[src/rtl/hazard_control_unit.sv]
// hazard_control_unit: load-use stall, branch flush and ID-stage forwarding control for the RV32E pipeline (optional counters: HAZARD_PERF_CNT_EN)
module hazard_control_unit #(
  parameter int FLUSH_CYCLES = 2,
  parameter int CNT_W = 32
) (
  input  logic       clk,
  input  logic       rst_n,
  input  logic [3:0] rs1_ID,
  input  logic [3:0] rs2_ID,
  input  logic       rs1_used_ID,
  input  logic       rs2_used_ID,
  input  logic [3:0] rd_EX,
  input  logic       regfile_we_EX,
  input  logic       mem_read_EX,
  input  logic       branch_taken_EX,
  input  logic [3:0] rd_MEM,
  input  logic       regfile_we_MEM,
  output logic       stall_pc,
  output logic       stall_IF,
  output logic       invalid_IF,
  output logic       stall,
  output logic       invalid_ID,
  output logic       redirect,
  output logic [1:0] fwd_rs1_sel,
  output logic [1:0] fwd_rs2_sel
`ifdef HAZARD_PERF_CNT_EN
  ,
  output logic [CNT_W-1:0] stall_cycles,
  output logic [CNT_W-1:0] flush_cycles
`endif
);
  typedef enum logic {RUN, FLUSH} state_t;
  localparam logic [2:0] RELOAD = 3'(FLUSH_CYCLES - 1);
  state_t     state;
  logic [2:0] flush_cnt;
  logic       ex_killed;
  logic       br, lu, in_flush, first_flush, ex_fwd_ok, mem_fwd_ok;
  // hazard decode and output generation; reset masks everything except the two invalids
  always_comb begin
    br          = branch_taken_EX & ~ex_killed;
    in_flush    = state == FLUSH;
    first_flush = in_flush & (flush_cnt == RELOAD);
    lu          = ~in_flush & ~br & mem_read_EX & regfile_we_EX & ~ex_killed & (|rd_EX) &
                  ((rs1_used_ID & (rs1_ID == rd_EX)) | (rs2_used_ID & (rs2_ID == rd_EX)));
    ex_fwd_ok   = regfile_we_EX & ~ex_killed & ~mem_read_EX & (|rd_EX);
    mem_fwd_ok  = regfile_we_MEM & (|rd_MEM);
    redirect    = rst_n & br;
    stall_pc    = rst_n & lu;
    stall_IF    = rst_n & lu;
    stall       = 1'b0;
    invalid_IF  = ~rst_n | br | in_flush;
    invalid_ID  = ~rst_n | br | first_flush | lu;
    fwd_rs1_sel = !rst_n ? 2'b00 : (ex_fwd_ok && rd_EX == rs1_ID) ? 2'b01 :
                  (mem_fwd_ok && rd_MEM == rs1_ID) ? 2'b10 : 2'b00;
    fwd_rs2_sel = !rst_n ? 2'b00 : (ex_fwd_ok && rd_EX == rs2_ID) ? 2'b01 :
                  (mem_fwd_ok && rd_MEM == rs2_ID) ? 2'b10 : 2'b00;
  end
  // flush FSM and EX-validity tracking; a branch (re)loads the flush window
  always_ff @(posedge clk) begin
    if (!rst_n) begin
      state     <= RUN;
      flush_cnt <= 3'd0;
      ex_killed <= 1'b1;
    end else begin
      ex_killed <= invalid_ID | stall;
      if (br) begin
        state     <= (FLUSH_CYCLES > 1) ? FLUSH : RUN;
        flush_cnt <= RELOAD;
      end else if (in_flush) begin
        flush_cnt <= flush_cnt - 3'd1;
        state     <= (flush_cnt == 3'd1) ? RUN : FLUSH;
      end
    end
  end
`ifdef HAZARD_PERF_CNT_EN
  // saturating stall and flush cycle counters
  always_ff @(posedge clk) begin
    if (!rst_n) begin
      stall_cycles <= '0;
      flush_cycles <= '0;
    end else begin
      if (lu && !(&stall_cycles)) stall_cycles <= stall_cycles + CNT_W'(1);
      if (invalid_IF && !(&flush_cycles)) flush_cycles <= flush_cycles + CNT_W'(1);
    end
  end
`endif
endmodule

[config.mk]
export PLATFORM = sky130hd
export DESIGN_NAME = hazard_control_unit
export DESIGN_NICKNAME = d
export VERILOG_FILES = /design/src/rtl/hazard_control_unit.sv
export SDC_FILE = /design/constraint.sdc
export NUM_CORES = 1
export LEC_CHECK = 0
export CELL_PAD_IN_SITES_DETAIL_PLACEMENT = 0
export CELL_PAD_IN_SITES_GLOBAL_PLACEMENT = 1
export CORE_MARGIN = 2
export CORE_UTILIZATION = 24
export DETAILED_ROUTE_END_ITERATION = 7
export PLACE_DENSITY_LB_ADDON = 0.3
export SYNTH_ARGS = -nofsm -noshare
export SYNTH_HDL_FRONTEND = slang
export SYNTH_SLANG_ARGS = --single-unit
[constraint.sdc]
create_clock -name clk -period 1.24 [get_ports clk]
set_input_delay 0.124 -clock clk [delete_from_list [all_inputs] [get_ports clk]]
set_output_delay 0.124 -clock clk [all_outputs]
set_load 0.005 [all_outputs]
==> metrics <==
status finished, violations left; failing checks negative setup slack; worst hold path startpoint rst_n; Tot GR Track Use 0.149; Final Max Slew Viols 0; area fraction in compound gates after synthesis 0.117; endpoints failing hold 0; vias in the first global route 726; Post-synth top cells xnor2_1 (9), xor2_1 (9), dfxtp_1 (5); antenna-violating nets left 0; DRC Markers 0; Syn Inst Count 64; DR iter-0 viols 0; Simple-Gate Fraction of Synth Area 0.304; average size of a mapped cell 8.54 µm²; WHS 0.456 ns; final non-filler cell total 154; register area share after synthesis 0.183; initial antenna violation count 0; post-synthesis adder-cell area fraction 0.0458; io pins 34; CTS Buffer Depth 2; Startpoint Class primary input; Synth async-reset ratio 0; HP Class in -> reg; multiplexer share of the synthesized area 0; dpl ws -0.939 ns; Reg2Reg Launch Point ex_killed$_SDFF_PN1_; H-tree level count 1; clock skew 0.00786 ns; share of cells above drive strength 1 0.548; dpl hpwl 1390 µm; power density over cell area 602 nW/µm²; top cells by area, synth dfxtp_1 (18%), xnor2_1 (14%), xor2_1 (14%); Data required, critical path 1.12 ns; design area 1240 µm²; met2 Resource Use GR 0.303; fmax 635 MHz; 1st-pass router iterations 1; die span in y 51.7 µm; synthesis-to-finish area growth 128%; Hold EP ex_killed$_SDFF_PN1_; FF-to-FF path depth 5; n_diodes 0; largest net degree at the start of global routing 7; first-pass GRT wire length 2970 µm; aggregate routed wire length 1850 µm; biggest area consumer among synthesized cells dfxtp_1; number of synthesized flops with an enable pin 0; worst setup margin -0.336 ns; CP endpoint kind output port; RSZ-0062 raised after global routing true; Placed Cells 144; CP arrival 1.45 ns; register bit total from synthesis 5; worst vdd ir 0.611 mV; leakage 0.537 nW; largest family of logic cells by synthesized area simple AND/OR/NAND/NOR gates; clk slew on worst S/H paths 0.05 ns; Crit Path Category in -> out; met1 usage 0.152; setup violators final 7; gr busiest metal met2; CTS Buf Count 3; clk root buf clkbuf_4; GRT overflow 0; Design Power 0.000749 W; Post-Synthesis Cell Area 547 µm²; Post-DP Area 1060 µm²; CP Max Fanout 4; post-DR wirelength/cell 12.0 µm; CTS tree built; Die ar. 2680 µm²; Vias per Instance 4.36; R2R Path End flush_cnt[1]$_SDFFE_PP0P_; Cell variety after synth 28; syn nets 90; initial core utilization 0.250; hold path cells 4; Final min period 1.58 ns; nets 153; GPL Wtd Cong 0.796; Yosys warning count 0; r2r setup slk 0.15 ns; clk_lat worst skew 0.24 ns; Core Region 2190 µm²; clock sinks 5; Final period util 1.27; Max Cap Viol 0; Chip Width 51.7 µm; Synth Flop Type dfxtp_1; GR Layer Usage met3 0.0345; PortBufs 32; Synth Area in XOR/XNOR 0.288; cell row count 17; detailed-route via count 671; Yosys top cell area share 0.183; Hold Buf Count CTS 0
==> metrics by stage <==
| stage | setup TNS, ns | utilization |
|---|---|---|
| after floorplan | 0 | - |
| after global placement | -7.32 | 0.482 |
| after detailed placement | -7.29 | 0.482 |
| after CTS | -1.94 | 0.564 |
| after global routing | -2.44 | 0.568 |
| final | -1.94 | 0.568 |
==> critical path, stage by stage <==
cell and delay, ns:
clkdlybuf4s50_1 0.47, nor3b_2 0.20, nor2b_2 0.24, and3_2 0.19
dlygate4sd2_1 0.23
==> per-layer routing <==
metal,up-vias,wire length [µm]
met5,-,0
li1,335,-
met3,0,68
met1,316,725
met4,0,0
met2,20,1060
==> placed cells by master, fill, tap and decap left out, types with 3 or more instances in the layout <==
cell type        Yosys  routed
dfxtp_1              5       4
buf_4                2      25
clkdlybuf4s15_1      0       5
clkdlybuf4s15_2      0       3
inv_1                3       3
clkbuf_4             0       3
clkdlybuf4s50_1      0       5
buf_2                0       7
buf_6                0       5
nor4_4               2       3
xnor2_1              9       9
dlygate4sd2_1        0      10
xor2_2               0       6
==> kinds of logic after synthesis <==
group	after synthesis
AO/OA/AOI/OAI	9
AND/OR/NAND/NOR	23
XOR/XNOR	18
buffers and inverters	6
adder cells (fa/ha/maj)	2
flip-flops	5
other	1
==> timing repair <==
item                                    CTS  global route
gates resized for setup                  89            11
buffers inserted                          7             1
pin swaps                                 8             6
endpoints found under the setup margin   10            10
==> sequential cells by signal, summed over array words and instances, names as in the netlist <==
signal	count
ex_killed	1
flush_cnt	3
in_flush	1
==> where the power goes <==
group	total [W]	internal [W]	switching (W)	leakage (nW)
Sequential	0.000186	0.000176	0.0000100	0.0412
Combinational	0.000373	0.000214	0.000159	0.481
Clock	0.000190	0.000122	0.0000680	0.0150
Total	0.000749	0.000512	0.000237	0.537
==> cell type report <==
type / instances / area (µm²)
multi-input combinational: 53 / 556
fill: 207 / 946
tap: 28 / 35.0
sequential: 5 / 101
timing repair buffer: 61 / 515
clock buffer: 4 / 26.3
inverter: 3 / 11.3
==> worst max path at each step <==
stage | from | end | cells past startpoint
after floorplan | rd_EX[3] | stall_pc | 5
after CTS | rd_EX[0] | stall_IF | 8
after detailed placement | rd_EX[3] | stall_IF | 6
after global routing | rd_EX[0] | stall_pc | 8
final | regfile_we_EX | fwd_rs2_sel[0] | 5
after global placement | rd_EX[3] | stall_pc | 6
No activity file was read; power rests on OpenSTA's default activity.
